<file path="config.mk">
export PLATFORM = sky130hd
export DESIGN_NAME = pe_array_stu_arbiter
export DESIGN_NICKNAME = d
export VERILOG_FILES = /design/src/rtl/pe_array_stu_arbiter.sv
export SDC_FILE = /design/constraint.sdc
export NUM_CORES = 1
export LEC_CHECK = 0
export CORE_MARGIN = 5
export CORE_UTILIZATION = 45
export CTS_CLUSTER_DIAMETER = 60
export DETAILED_ROUTE_END_ITERATION = 8
export PLACE_DENSITY = 0.82
export SETUP_SLACK_MARGIN = 0.3
export SLEW_MARGIN = 20
export SYNTH_ARGS = -nofsm -noshare
export SYNTH_HDL_FRONTEND = slang
export SYNTH_SLANG_ARGS = --single-unit
</file>
<file path="constraint.sdc">
create_clock -name clk -period 4.5 [get_ports clk]
set_input_delay 0.45 -clock clk [delete_from_list [all_inputs] [get_ports clk]]
set_output_delay 0.45 -clock clk [all_outputs]
set_load 0.02 [all_outputs]
</file>
<file path="src/rtl/pe_array_stu_arbiter.sv">
// Upstream stack-bus arbiter: collects result packets from every PE,
// grants one packet at a time in round-robin order and serialises the
// beats, tagged with their source PE id, through a 2-entry output FIFO.

// Per-PE request qualification: a PE may open a packet only with a
// start beat (SOM / SOM_EOM). Any other valid beat seen while nobody
// holds a grant is stray.
module pe_array_stu_lane (
    input  logic       valid,
    input  logic [1:0] cntl,
    output logic       eligible,
    output logic       stray
);
    // cntl[0] marks a start-of-message beat, cntl[1] an end-of-message beat
    assign eligible = valid &  cntl[0];
    assign stray    = valid & ~cntl[0];
endmodule

module pe_array_stu_arbiter #(
    parameter int NUM_PE      = 4,
    parameter int PE_ID_WIDTH = 2,
    parameter int DATA_WIDTH  = 64
) (
    input  logic                         clk,
    input  logic                         reset_poweron,
    input  logic [NUM_PE-1:0]            pe__stu__valid,
    input  logic [2*NUM_PE-1:0]          pe__stu__cntl,
    input  logic [NUM_PE*DATA_WIDTH-1:0] pe__stu__data,
    output logic [NUM_PE-1:0]            stu__pe__ready,
    output logic                         stu__mgr__valid,
    output logic [1:0]                   stu__mgr__cntl,
    output logic [DATA_WIDTH-1:0]        stu__mgr__data,
    output logic [PE_ID_WIDTH-1:0]       stu__mgr__peId,
    input  logic                         mgr__stu__ready,
    output logic                         stu__sys__protocolErr
);

    typedef struct packed {
        logic [1:0]             cntl;
        logic [PE_ID_WIDTH-1:0] pe_id;
        logic [DATA_WIDTH-1:0]  data;
    } beat_t;

    typedef enum logic {IDLE, LOCKED} state_t;

    state_t                 state, state_nxt;
    logic [PE_ID_WIDTH-1:0] grant, last_grant, winner, cand, sel;
    logic                   found;
    logic [NUM_PE-1:0]      eligible, stray;
    logic [1:0]             cntl_a [NUM_PE];
    logic [DATA_WIDTH-1:0]  data_a [NUM_PE];

    beat_t                  fifo_mem [2];
    beat_t                  head, push_beat;
    logic                   wr_ptr, rd_ptr;
    logic [1:0]             fifo_cnt;
    logic                   fifo_full, push, pop;
    logic [1:0]             xfer_cntl;

    // Unpack the flat PE buses and qualify each PE's request
    for (genvar i = 0; i < NUM_PE; i++) begin : g_lane
        assign cntl_a[i] = pe__stu__cntl[2*i +: 2];
        assign data_a[i] = pe__stu__data[i*DATA_WIDTH +: DATA_WIDTH];
        pe_array_stu_lane u_lane (
            .valid    (pe__stu__valid[i]),
            .cntl     (cntl_a[i]),
            .eligible (eligible[i]),
            .stray    (stray[i])
        );
    end

    // Round-robin search for the first eligible PE after the last grant
    always_comb begin
        found  = 1'b0;
        winner = '0;
        cand   = '0;
        for (int k = 0; k < NUM_PE; k++) begin
            cand = PE_ID_WIDTH'((int'(last_grant) + 1 + k) % NUM_PE);
            if (!found && eligible[cand]) begin
                found  = 1'b1;
                winner = cand;
            end
        end
    end

    // Readiness uses the registered count only, so a full FIFO never
    // sees a push and a pop in the same cycle
    assign fifo_full = (fifo_cnt == 2'd2);
    assign sel       = (state == LOCKED) ? grant : winner;
    assign push      = |(stu__pe__ready & pe__stu__valid);
    assign pop       = stu__mgr__valid & mgr__stu__ready;
    assign xfer_cntl = cntl_a[sel];

    // Arbiter state register
    always_ff @(posedge clk) begin
        if (reset_poweron) state <= IDLE;
        else               state <= state_nxt;
    end

    // Arbiter next state: a start-only beat locks, any end beat unlocks
    always_comb begin
        state_nxt = state;
        case (state)
            IDLE:    if (push && !xfer_cntl[1]) state_nxt = LOCKED;
            LOCKED:  if (push &&  xfer_cntl[1]) state_nxt = IDLE;
            default: state_nxt = IDLE;
        endcase
    end

    // Arbiter outputs: at most one PE is readied, and only with FIFO room
    always_comb begin
        stu__pe__ready = '0;
        if (!reset_poweron && !fifo_full) begin
            if (state == LOCKED)  stu__pe__ready[grant]  = 1'b1;
            else if (found)       stu__pe__ready[winner] = 1'b1;
        end
    end

    // Grant bookkeeping: remember the packet owner and the last PE served
    always_ff @(posedge clk) begin
        if (reset_poweron) begin
            grant      <= '0;
            last_grant <= PE_ID_WIDTH'(NUM_PE - 1);
        end else if (push) begin
            if (state == IDLE) begin
                if (xfer_cntl[1]) last_grant <= winner;
                else              grant      <= winner;
            end else if (xfer_cntl[1]) begin
                last_grant <= grant;
            end
        end
    end

    // Sticky error: a start beat inside an open packet, or a
    // continuation beat offered while no packet is open
    always_ff @(posedge clk) begin
        if (reset_poweron)
            stu__sys__protocolErr <= 1'b0;
        else if ((state == LOCKED && push && xfer_cntl[0]) ||
                 (state == IDLE && |stray))
            stu__sys__protocolErr <= 1'b1;
    end

    // Beat captured into the FIFO comes from the PE currently readied
    always_comb begin
        push_beat       = '0;
        push_beat.cntl  = xfer_cntl;
        push_beat.pe_id = sel;
        push_beat.data  = data_a[sel];
    end

    // Two-entry output FIFO
    always_ff @(posedge clk) begin
        if (reset_poweron) begin
            for (int i = 0; i < 2; i++) fifo_mem[i] <= '0;
            wr_ptr   <= 1'b0;
            rd_ptr   <= 1'b0;
            fifo_cnt <= 2'd0;
        end else begin
            if (push) begin
                fifo_mem[wr_ptr] <= push_beat;
                wr_ptr           <= ~wr_ptr;
            end
            if (pop) rd_ptr <= ~rd_ptr;
            fifo_cnt <= fifo_cnt + 2'(push) - 2'(pop);
        end
    end

    assign head            = fifo_mem[rd_ptr];
    assign stu__mgr__valid = (fifo_cnt != 2'd0);
    assign stu__mgr__cntl  = head.cntl;
    assign stu__mgr__peId  = head.pe_id;
    assign stu__mgr__data  = head.data;

endmodule

</file>
* Word-level counts from Yosys, hierarchy flattened *
Memory sizes are Yosys's and may differ from the RTL's. A register that Yosys moved wholly into a read port is not among the register bits.
Index checks and enable logic that the tools add are counted.

word-level totals
  flip-flop bits (word level) = 10
  memory bits (writable) = 136
  input port bits = 271
  output and inout port bits = 74
  word-level logic and storage cells = 113
  memories = 1

cells by class
  add/subtract/negate cells = 6
  order comparisons = 9
  eq/ne operators = 1
  multiplexer cells = 46
  bitwise operators = 19
  reduce and logical (&&, ||, !) cells = 24

memory list
  name      depth  width  rd ports  clocked after memory_dff  write ports  RTL line  RTL
  fifo_mem  2      68     1         1                         2            53        beat_t fifo_mem [2];

operators by type and width
  operator                                                           number
  binary-select mux 64 bit (select 2 bit)                            1
  two-way mux 64 bit                                                 2
  two-way mux 68 bit                                                 1
  OR reduction 68 bit                                                1
  two-way mux 1 bit                                                  21
  two-way mux 2 bit                                                  10
  less-than comparator 2 x 3 -> 1 bit, second input constant         6
  two-way mux 4 bit                                                  3
  logical AND 1 bit                                                  11
  bitwise AND 1 bit                                                  9
  binary-select mux 1 bit (select 2 bit)                             4
  inverter 1 bit                                                     8
  OR reduction 4 bit                                                 2
  adder 2 bit, second input constant                                 3
  logical NOT 1 bit                                                  6
  bitwise AND 4 bit                                                  1
  binary-select mux 2 bit (select 2 bit)                             1
  demux 1 bit (select 2 bit)                                         2
  greater-or-equal comparator 2 x 1 -> 1 bit, second input constant  2
  greater-or-equal comparator 3 bit, second input constant           1
  inverter 2 -> 3 bit                                                1
  AND reduction 3 bit                                                1
  adder 2 x 1 -> 2 bit                                               1
  adder 2 x 1 -> 2 bit, second input constant                        1
  6 further kinds                                                    6

* Longest topological paths before layout *
Gate-level depths: netlist of the first run.

  depth after elaboration = 27
  mapped depth = 12
  gate-level depth less buffers = 11

* Cells and area by module *
Synthesis of the first run repeated with hierarchy kept, for this count alone.

second synthesis, totals
  cells, all modules = 782
  area total of the unflattened synthesis = 9121.2 sq um

by module, submodules not included
  module                instances  cells an instance  area each (sq um)  sequential area each (sq um)
  pe_array_stu_arbiter  1          774                9056.2             4304.1
  pe_array_stu_lane     4          2                  16.3               0.0

* Worst setup path before layout of the first run *
OpenSTA, ideal clock, no wires.

  path kind = input-to-reg
  start = in pe__stu__cntl[4]
  end = mem fifo_mem[1][0] in the netlist's numbering (enable)
  library setup time = 716 ps
  data arrival time = 3101 ps
  required time = 3784 ps
  slack = 683 ps
  stages on the path = 8
  path buffers = 2
  cells stage by stage = and2_1 > o221ai_2 > a221oi_4 > mux2_4 > o21ai_2 > buf_6 > buf_6 > nand2_1

RTL lines
  element      RTL line  RTL
  from (decl)  27        input logic [2*NUM_PE-1:0] pe__stu__cntl,
  to (decl)    53

* Worst setup path in the final report of the first run *
  start = in pe__stu__valid[2]
  end = out stu__pe__ready[0]

on the way
  longest elaborated chain between the ends = 20
  elaborated cells between the ends (all ways) = 31
  classes of those cells = 2 x order compare; 21 x mux; 1 x bitwise; 7 x reduce/logical

ends and longest elaborated chain
  element                                                                                                                  RTL line  RTL
  from (decl)                                                                                                              26        input logic [NUM_PE-1:0] pe__stu__valid,
  bitwise AND 1 bit *                                                                                                      15        assign eligible = valid & cntl[0];
  binary-select mux 1 bit (select 2 bit)                                                                                   79        if (!found && eligible[cand]) begin
  two-way mux 1 bit (implied by the code)                                                                                  79
  two-way mux 1 bit                                                                                                        79
  logical NOT 1 bit                                                                                                        79
  logical AND 1 bit                                                                                                        79
  two-way mux 1 bit                                                                                                        79
  logical NOT 1 bit                                                                                                        79
  (+4 left out)                                                                                                            -
  two-way mux 2 bit                                                                                                        79
  less-than comparator 2 x 3 -> 1 bit (implied by the code) or greater-or-equal comparator 2 x 1 -> 1 bit (tied branches)  115       else if (found) stu__pe__ready[winner] = 1'b1;
  logical AND 1 bit (implied by the code)                                                                                  115
  two-way mux 1 bit (implied by the code)                                                                                  115
  demux 1 bit (select 2 bit)                                                                                               115
  two-way mux 4 bit *                                                                                                      115
  two-way mux 4 bit *                                                                                                      114       if (state == LOCKED) stu__pe__ready[grant] = 1'b1;
  two-way mux 4 bit *                                                                                                      113       if (!reset_poweron && !fifo_full) begin
  to (decl)                                                                                                                29        output logic [NUM_PE-1:0] stu__pe__ready,

Every way passes the cells marked *; elsewhere a longest branch is shown, timed or not. The select of a mux whose other input is x is not followed.

==> impl_metrics.csv, run 1 <==
group,metric,value,unit
yosys,synthMostInstantiatedCell,"mux2i_1",
floorplanning,initial_utilization,0.459,
cells_and_area,drive_above_1_share,0.124,
min_path,hold_path_depth,2,
cells_and_area,diodes,0,
cells_and_area,stdcell_area,13100,µm²
job,maxCapViolCount,0,
floorplanning,die_y,151,µm
cells_and_area,area_growth,45.6,%
global_routing,overflow,0,
yosys,synth.mux.area_fraction,0.314,
yosys,syn_avg_cell_area,12.9,µm²
pwr,p_per_area,586,nW/µm²
sta,finalCriticalPeriod,3300,ps
critical_path,regToRegEndpoint,"fifo_mem[1][24]",
routing,drc,0,
cells_and_area,seqCellArea,4310,µm²
pwr,p_int,4900,µW
cts,ctsResizeCount,0,
yosys,synth_xor_area_frac,0.00293,
status,status,"finished clean",
sta,fmax,303,MHz
sta,setup-violations-final,0,
placed_design,portBuffers,344,
placed_design,dpl_worst_slack,1010,ps
routing,viasPerCell,5.12,
pwr,pwr-share-seq,0.303,
yosys,synth-seq-area-share,0.479,
sta,period_share,0.734,
critical_path,path_class,"in2out",
sta,skew,10.7,ps
floorplanning,core-area,19600,µm²
yosys,ys_top_cells_by_count,"201 x mux2i_1, 136 x edfxtp_1, 125 x nor2b_1",
sta,hold_ws,517,ps
critical_path,r2r_start,"last_grant[0]",
routing,avgRoutedWirePerCell,17.8,µm
cts,cts_max_level,4,
cells_and_area,fin_util,0.667,
sta,final-max-slew-violation-count,0,
critical_path,crit_required,4050,ps
sta,maxSlewHeadroom,0.361,
critical_path,arrival,2850,ps
cells_and_area,fin_nets,1294,
yosys,synth_fa_ha_area_frac,0.00279,
cts,cts-root-buf,"clkbuf_16",
min_path,holdPathEnd,"grant[1]",
yosys,ys_top_cells_by_area,"edfxtp_1 45%, mux2i_1 22%, nor2b_1 8.7%",
yosys,netlist_instances,697,
global_routing,grt_max_degree,71,
pwr,vdd_ir_drop_max,507,µV
critical_path,cp-end-kind,"output port",
yosys,synth-compound-area-share,0.0351,
pwr,p_leak,0.00546,µW
cells_and_area,num-fill-cells,1535,
global_routing,grt_pass1_wl,34900,µm
cts,cts_sinks,147,
critical_path,worstRegToRegCells,7,
yosys,synth_top_family_by_area,"multiplexers",
yosys,yosysTopAreaCell,"edfxtp_1",
yosys,async_flop_share,0,
cts,cts-hold-fix-buffers,0,
sta,tns,0,ps
routing,vias,6653,
pwr,p_sw_frac,0.360,
routing,drt-initial-drc-count,195,
cts,cts.reportedPaths.clkPinSlew,60,ps
cts,post_cts_buffers,0,
yosys,synth.top_cell.area_share,0.455,
global_routing,grt_antenna_before_repair,0,
yosys,synth_cell_types,50,
routing,final_antenna_net_count,0,
yosys,synth_edf_count,136,
global_routing,grt_usage,0.195,
yosys,yosys_warnings,0,
cts,cts_tree,"yes",
yosys,synthSimpleGateAreaFrac,0.122,
yosys,synth_nets,970,
global_routing,grt_pass1_vias,7011,
yosys,synthFlopType,"edfxtp_1",
sta,layout_setup_ws,1200,ps
yosys,synth_area,8980,µm²
min_path,hold_class,"reg2reg",
routing,firstDrtPassIters,6,
pwr,pwr-share-clk,0.169,
placed_design,gp_congestion,0.863,
floorplanning,die_area,22900,µm²
pwr,p_comb_frac,0.529,
placed_design,place_area,12500,µm²
critical_path,worstSetupStartpointType,"input pin",
cts,cts_buffers,17,
sta,final_hold_viol_count,0,
cts,clockBufferDepth,2,
critical_path,crit_path_max_fanout,6,
pwr,switching_power,2760,µW
placed_design,hpwl,16900,µm
yosys,ys_seq_elements,147,
sta,rsz0062_at_grt,"false",
cts,clock_insertion_delay_worst_skew,410,ps
min_path,hold_start,"grant[1]",
critical_path,ff2ff_setup_slack,1530,ps
floorplanning,die_w,151,µm
floorplanning,row_count,51,
routing,drt-total-wl,23100,µm
cells_and_area,multi_input_area,4310,µm²
floorplanning,ioPinCount,345,
sta,tightest_slew,959,ps
[metal layers]
| layer | part of all wire | wire length [µm] | up-vias | GRT usage |
|---|---|---|---|---|
| li1 | - | - | 3220 | - |
| met1 | 0.37 | 8500 | 3177 | 0.208 |
| met2 | 0.53 | 12200 | 222 | 0.367 |
| met3 | 0.079 | 1830 | 34 | 0.0554 |
| met4 | 0.022 | 505 | 0 | 0.0653 |
| met5 | 0 | 0 | - | 0 |
[cells by family (layout without fill, tap and decap cells)]
group,count (synthesis),count (layout)
XOR/XNOR,3,3
AO/OA/AOI/OAI,32,32
multiplexers,272,272
adder cells (fa/ha/maj),2,2
flip-flops,147,147
buffers and inverters,54,391
AND/OR/NAND/NOR,187,187
[state kept, by name, indices dropped and copies added, names as in the netlist, named ones only]
signal / count
wr_ptr: 1
last_grant: 2
rd_ptr: 1
grant: 2
stu__sys__protocolErr: 1
fifo_cnt: 2
fifo_mem: 136
[how the worst max path moves through the flow]
stage	start	end	slack, ps	depth (start not counted)
after global routing	pe__stu__cntl[4]	stu__pe__ready[0]	1090	7
final	pe__stu__valid[2]	stu__pe__ready[0]	1200	7
after detailed placement	pe__stu__valid[2]	fifo_mem[1][24]	1010	8
after CTS	pe__stu__valid[2]	stu__pe__ready[0]	1210	7
after floorplan	pe__stu__cntl[4]	fifo_mem[1][0]	680	8
after global placement	pe__stu__valid[2]	fifo_mem[1][36]	1100	8
[critical path, stage by stage]
cell	delay, ps
clkdlybuf4s50_1	560
and2_1	200
o221ai_2	150
a221oi_4	450
or2_4	210
and3_1	190
clkdlybuf4s50_1	630
[power by group through the flow]
stage	Sequential (µW)	Combinational [µW]	Clock [µW]
3_3_place_gp	2320	4030	0
6_report	2320	4050	1290
3_5_place_dp	2350	4090	0
4_1_cts	2330	4110	1310
2_1_floorplan	2240	2840	0
5_1_grt	2370	4330	1390
[metrics by stage]
| step | cells | total power, µW |
|---|---|---|
| after global placement | 1267 | 6360 |
| after global routing | 1299 | 8090 |
| after detailed placement | 1267 | 6440 |
| after CTS | 1299 | 7750 |
| after floorplan | 697 | 5070 |
| final | 1299 | 7660 |
[cell type report]
cell class                      count  area share
Timing Repair Buffer              352       0.272
Clock buffer                       20      0.0334
Sequential cell                   147       0.329
Multi-Input combinational cell    496       0.330
Inverter                            7     0.00201
Tap cell                          265      0.0254
Clock inverter                     12     0.00832
[layout by cell type, fill, tap and decap left out, types with 3 or more instances in the layout]
cell               n
a22oi_1            3
nand2_1            8
mux2_2            69
inv_1              7
nand2b_1           4
a22o_1             5
nor2b_2            5
clkbuf_16         17
nor2b_1          125
nor2_1            24
edfxtp_1         136
clkinv_2           3
nor4_1             3
mux2i_1          201
and2_1             4
clkbuf_1           3
clkinvlp_4         5
dfxtp_1           10
buf_12             4
buf_4              4
nor3_1             3
clkdlybuf4s50_1  344
a21oi_1            3
(Power assumes the default switching activity.)
==> inputs of run 2 (changes only) <==
==> constraint.sdc (replaced) <==
create_clock -name clk -period 3.2 [get_ports clk]
set_input_delay 0.32 -clock clk [delete_from_list [all_inputs] [get_ports clk]]
set_output_delay 0.32 -clock clk [all_outputs]
set_load 0.02 [all_outputs]
==> impl_metrics.csv, run 2 (same netlist as run 1, synthesis figures left out) <==
group,metric,value,unit
critical_path,path_class,"in2reg",
global_routing,grt_usage,0.198,
sta,final_hold_viol_count,0,
routing,viasPerCell,5.07,
cts,clock_insertion_delay_worst_skew,410,ps
floorplanning,die_w,151,µm
cts,cts-root-buf,"clkbuf_16",
cells_and_area,seqCellArea,4310,µm²
cells_and_area,most-common-layout-cells,"339 x clkdlybuf4s50_1, 201 x mux2i_1, 136 x edfxtp_1, 125 x nor2b_1, 69 x mux2_2",
sta,setup-violations-final,0,
global_routing,grt_max_degree,69,
sta,skew,9.31,ps
routing,drt-initial-drc-count,186,
floorplanning,core-area,19600,µm²
critical_path,r2r_start,"last_grant[0]",
cts,cts.reportedPaths.clkPinSlew,60,ps
cells_and_area,layout_commonest_cell,"clkdlybuf4s50_1",
min_path,hold_class,"reg2reg",
floorplanning,row_count,51,
sta,final-max-slew-violation-count,0,
cells_and_area,diodes,0,
routing,final_antenna_net_count,0,
sta,fmax,378,MHz
placed_design,dpl_worst_slack,138,ps
routing,avgRoutedWirePerCell,17.9,µm
pwr,pwr-share-clk,0.172,
pwr,p_per_area,825,nW/µm²
sta,finalCriticalPeriod,2650,ps
routing,firstDrtPassIters,4,
cts,cts_tree,"yes",
pwr,switching_power,3930,µW
placed_design,gp_congestion,0.854,
routing,vias,6708,
critical_path,worstSetupStartpointType,"input pin",
critical_path,crit_start,"pe__stu__cntl[2]",
cells_and_area,area_growth,49.5,%
status,status,"finished clean",
routing,drc,0,
placed_design,place_area,12800,µm²
cts,cts_max_level,4,
pwr,p_comb_frac,0.539,
floorplanning,initial_utilization,0.459,
pwr,pwr-share-seq,0.289,
global_routing,grt_antenna_before_repair,0,
global_routing,grt_pass1_vias,6932,
placed_design,hpwl,18000,µm
critical_path,crit_path_max_fanout,5,
global_routing,overflow,0,
routing,drt-total-wl,23700,µm
sta,period_share,0.828,
sta,tns,0,ps
cts,cts-hold-fix-buffers,0,
pwr,p_int,7150,µW
placed_design,placed_cells,1287,
sta,layout_setup_ws,552,ps
sta,rsz0062_at_grt,"false",
cells_and_area,drive_above_1_share,0.148,
critical_path,cp-end-kind,"register",
sta,tightest_slew,625,ps
critical_path,crit_end,"fifo_cnt[1]",
critical_path,regToRegEndpoint,"fifo_cnt[1]",
cells_and_area,fin_nets,1319,
cells_and_area,stdcell_area,13400,µm²
cells_and_area,fin_util,0.685,
cts,cts_buffers,17,
cts,clockBufferDepth,2,
cells_and_area,regMostFlops,"fifo_mem",
critical_path,worstRegToRegCells,12,
cts,cts_sinks,147,
placed_design,portBuffers,344,
job,maxCapViolCount,0,
critical_path,ff2ff_setup_slack,570,ps
sta,maxSlewHeadroom,0.579,
cells_and_area,num-fill-cells,1452,
critical_path,crit_required,3510,ps
cells_and_area,multi_input_area,4350,µm²
pwr,p_sw_frac,0.355,
global_routing,grt_pass1_wl,35100,µm
floorplanning,die_y,151,µm
cells_and_area,instances_no_fill,1324,
pwr,vdd_ir_drop_max,646,µV
cells_and_area,largest_register_ffs,136,
floorplanning,ioPinCount,345,
floorplanning,die_area,22900,µm²
critical_path,arrival,2960,ps
pwr,p_leak,0.00571,µW
[run 2: worst min path at each step]
stage | start | to | slack (ps) | depth (start not counted)
5_1_grt | wr_ptr | wr_ptr | 550 | 2
6_report | rd_ptr | rd_ptr | 520 | 2
4_1_cts | wr_ptr | wr_ptr | 520 | 2
3_5_place_dp | rd_ptr | rd_ptr | 510 | 2
3_3_place_gp | wr_ptr | wr_ptr | 500 | 2
2_1_floorplan | wr_ptr | wr_ptr | 460 | 2
[run 2: what timing repair did]
action	4_1_cts	5_1_grt
pin swaps	1	1
setup buffers	1	4
setup endpoints to repair	4	5
resized for setup	2	10
[run 2: power by group through the flow]
stage | Clock [µW] | Sequential, µW | Combinational (µW)
after floorplan | 0 | 3120 | 4000
after global placement | 0 | 3180 | 5930
after detailed placement | 0 | 3230 | 5980
after CTS | 1940 | 3200 | 6030
after global routing | 2030 | 3270 | 6380
final | 1900 | 3200 | 5970
[run 2: critical path, stage by stage]
cell	delay, ps
clkdlybuf4s50_1	500
nand2_2	220
o211ai_4	130
a221oi_4	320
buf_4	190
mux2_4	340
nor2_1	150
ha_1	240
inv_1	50
ha_1	140
xor2_1	170
xnor2_1	130
nor2_1	50
[run 2: layout make-up]
class | count | area share
flip-flops and latches | 147 | 0.321
well taps | 265 | 0.0247
inverters | 7 | 0.00196
multi-input cells | 496 | 0.324
repair buffers | 377 | 0.286
clock buffers | 20 | 0.0325
clock inverters | 12 | 0.00997
[run 2: layer usage]
metal	vias up	track usage	share of wire
met5	-	0	0
met4	0	0.0499	0.019
met3	34	0.0583	0.078
met2	227	0.377	0.53
met1	3184	0.211	0.37
li1	3263	-	-
[run 2: stage by stage]
stage	hold WS (ps)	power, µW
2_1_floorplan	460	7130
3_3_place_gp	497	9110
3_5_place_dp	506	9220
4_1_cts	516	11200
5_1_grt	553	11700
6_report	518	11100
==> inputs of run 3 (changes only) <==
==> constraint.sdc (replaced) <==
create_clock -name clk -period 2.44 [get_ports clk]
set_input_delay 0.244 -clock clk [delete_from_list [all_inputs] [get_ports clk]]
set_output_delay 0.244 -clock clk [all_outputs]
set_load 0.02 [all_outputs]
==> impl_metrics.csv, run 3 (same netlist as run 1, synthesis figures left out) <==
group,metric,value,unit
critical_path,regToRegEndpoint,"fifo_cnt[1]",
pwr,vdd_ir_drop_max,631,µV
cts,cts_tree,"yes",
cells_and_area,area_growth,65.6,%
cells_and_area,stdcell_area,14900,µm²
sta,fmax,395,MHz
status,status,"finished with violations",
cells_and_area,diodes,0,
sta,final_hold_viol_count,0,
routing,drt-initial-drc-count,241,
critical_path,r2r_start,"last_grant[0]",
placed_design,hpwl,19100,µm
critical_path,path_cells,"clkdlybuf4s50_1 -> and2_1 -> o211ai_4 -> a221oi_4 -> buf_6 -> buf_4 -> o2111a_2 -> nor2_4 -> ha_4 -> inv_2 -> ha_4 -> xor2_2 -> xnor2_1 -> nor2_1",
cts,cts.reportedPaths.clkPinSlew,60,ps
critical_path,worstRegToRegCells,13,
min_path,hold_class,"reg2reg",
floorplanning,die_w,151,µm
routing,drc,0,
min_path,holdPathEnd,"rd_ptr",
floorplanning,initial_utilization,0.459,
floorplanning,die_y,151,µm
status,violations,"setup timing",
sta,tightest_slew,792,ps
sta,final-max-slew-violation-count,0,
sta,finalCriticalPeriod,2530,ps
floorplanning,ioPinCount,345,
cts,clock_insertion_delay_worst_skew,410,ps
job,maxCapViolCount,0,
critical_path,ff2ff_setup_slack,-90,ps
pwr,p_per_area,1100,nW/µm²
global_routing,grt_pass1_vias,7366,
critical_path,worstSetupStartpointType,"input pin",
cts,cts_sinks,147,
cells_and_area,regMostFlops,"fifo_mem",
sta,period_share,1.04,
cts,clockBufferDepth,2,
critical_path,crit_slowest_cell,"clkdlybuf4s50_1",
placed_design,gp_congestion,0.826,
placed_design,place_area,13300,µm²
critical_path,max_stage_delay,490,ps
floorplanning,die_area,22900,µm²
routing,firstDrtPassIters,5,
critical_path,cp-end-kind,"register",
cts,cts_buffers,17,
cells_and_area,layout_commonest_cell,"clkdlybuf4s50_1",
critical_path,arrival,2840,ps
placed_design,dpl_worst_slack,-476,ps
sta,skew,11.8,ps
placed_design,portBuffers,344,
floorplanning,core-area,19600,µm²
critical_path,path_buf_inv,4,
cts,cts-hold-fix-buffers,0,
critical_path,crit_required,2750,ps
sta,setup-violations-final,91,
critical_path,path_class,"in2reg",
routing,final_antenna_net_count,0,
cells_and_area,fin_nets,1406,
cells_and_area,most-common-layout-cells,"269 x clkdlybuf4s50_1, 196 x mux2i_1, 136 x edfxtp_1, 124 x nor2b_1, 69 x mux2_2",
cells_and_area,drive_above_1_share,0.231,
cts,cts_max_level,4,
cells_and_area,largest_register_ffs,136,
sta,rsz0062_at_grt,"true",
critical_path,cp_top_family,"buffers and inverters",
routing,drt-total-wl,28400,µm
routing,viasPerCell,5.18,
routing,avgRoutedWirePerCell,20.2,µm
global_routing,grt_max_degree,40,
floorplanning,row_count,51,
global_routing,overflow,0,
global_routing,grt_pass1_wl,36800,µm
min_path,hold_path_depth,2,
critical_path,crit_path_max_fanout,4,
sta,maxSlewHeadroom,0.467,
global_routing,grt_antenna_before_repair,0,
critical_path,crit_top_cell,"ha_4",
routing,vias,7301,
global_routing,grt_usage,0.207,
pwr,p_leak,0.00714,µW
cts,cts-root-buf,"clkbuf_16",
min_path,hold_start,"rd_ptr",
sta,layout_setup_ws,-94.2,ps
==> run 3: per-layer routing <==
| metal | part of all wire | track usage | up-vias | wire, µm |
|---|---|---|---|---|
| met1 | 0.37 | 0.216 | 3538 | 10500 |
| met5 | 0 | 0 | - | 0 |
| li1 | - | - | 3452 | - |
| met3 | 0.072 | 0.0628 | 44 | 2040 |
| met2 | 0.54 | 0.397 | 267 | 15400 |
| met4 | 0.017 | 0.0603 | 0 | 495 |
==> run 3: layout make-up <==
cell class	count	area, µm²
clock buffer	20	437
inverter	7	26.3
tap	265	332
clock inverter	11	138
timing repair buffer	462	5110
fill	1260	4720
multi-input combinational	498	4520
sequential	147	4310
==> run 3: worst reg2reg max path: stages (launching register included) <==
cell and delay (ps):
dfxtp_2 350, nand3b_1 190, o211ai_4 110, a221oi_4 330
buf_6 160, buf_4 110, o2111a_2 250, nor2_4 70
ha_4 260, inv_2 40, ha_4 150, xor2_2 140
xnor2_1 180, nor2_1 70
==> run 3: worst max-delay path by stage <==
stage / start / end / slack [ps] / depth (start not counted)
after floorplan: last_grant[0] / fifo_mem[1][0] / -20 / 8
after global placement: pe__stu__cntl[6] / fifo_cnt[1] / -370 / 12
after detailed placement: pe__stu__cntl[6] / fifo_cnt[1] / -480 / 12
after CTS: last_grant[0] / fifo_cnt[1] / 40 / 12
after global routing: last_grant[0] / fifo_cnt[1] / -230 / 12
final: pe__stu__valid[0] / fifo_cnt[1] / -90 / 14
==> run 3: metrics by stage <==
step	util	hold slack, ps	setup TNS (ps)	std cells	power (µW)
5_1_grt	0.759	530	-14910	1410	17100
2_1_floorplan	-	473	-1120	697	9380
4_1_cts	0.715	510	0	1383	15600
3_3_place_gp	0.679	496	-80510	1345	12600
6_report	0.759	539	-2150	1410	16300
3_5_place_dp	0.679	505	-96440	1345	12800
==> run 3: repair_timing <==
item,4_1_cts,5_1_grt
gates cloned,0,17
pin swaps,9,9
setup buffers,7,10
setup endpoints to repair,353,353
resized for setup,38,110
==> run 3: report_power, final <==
| group | internal (µW) | switching (µW) | leakage (µW) |
|---|---|---|---|
| sequential | 3890 | 275 | 0.00152 |
| combinational | 5070 | 4550 | 0.00534 |
| clock | 1590 | 948 | 0.000280 |
| total | 10500 | 5770 | 0.00714 |
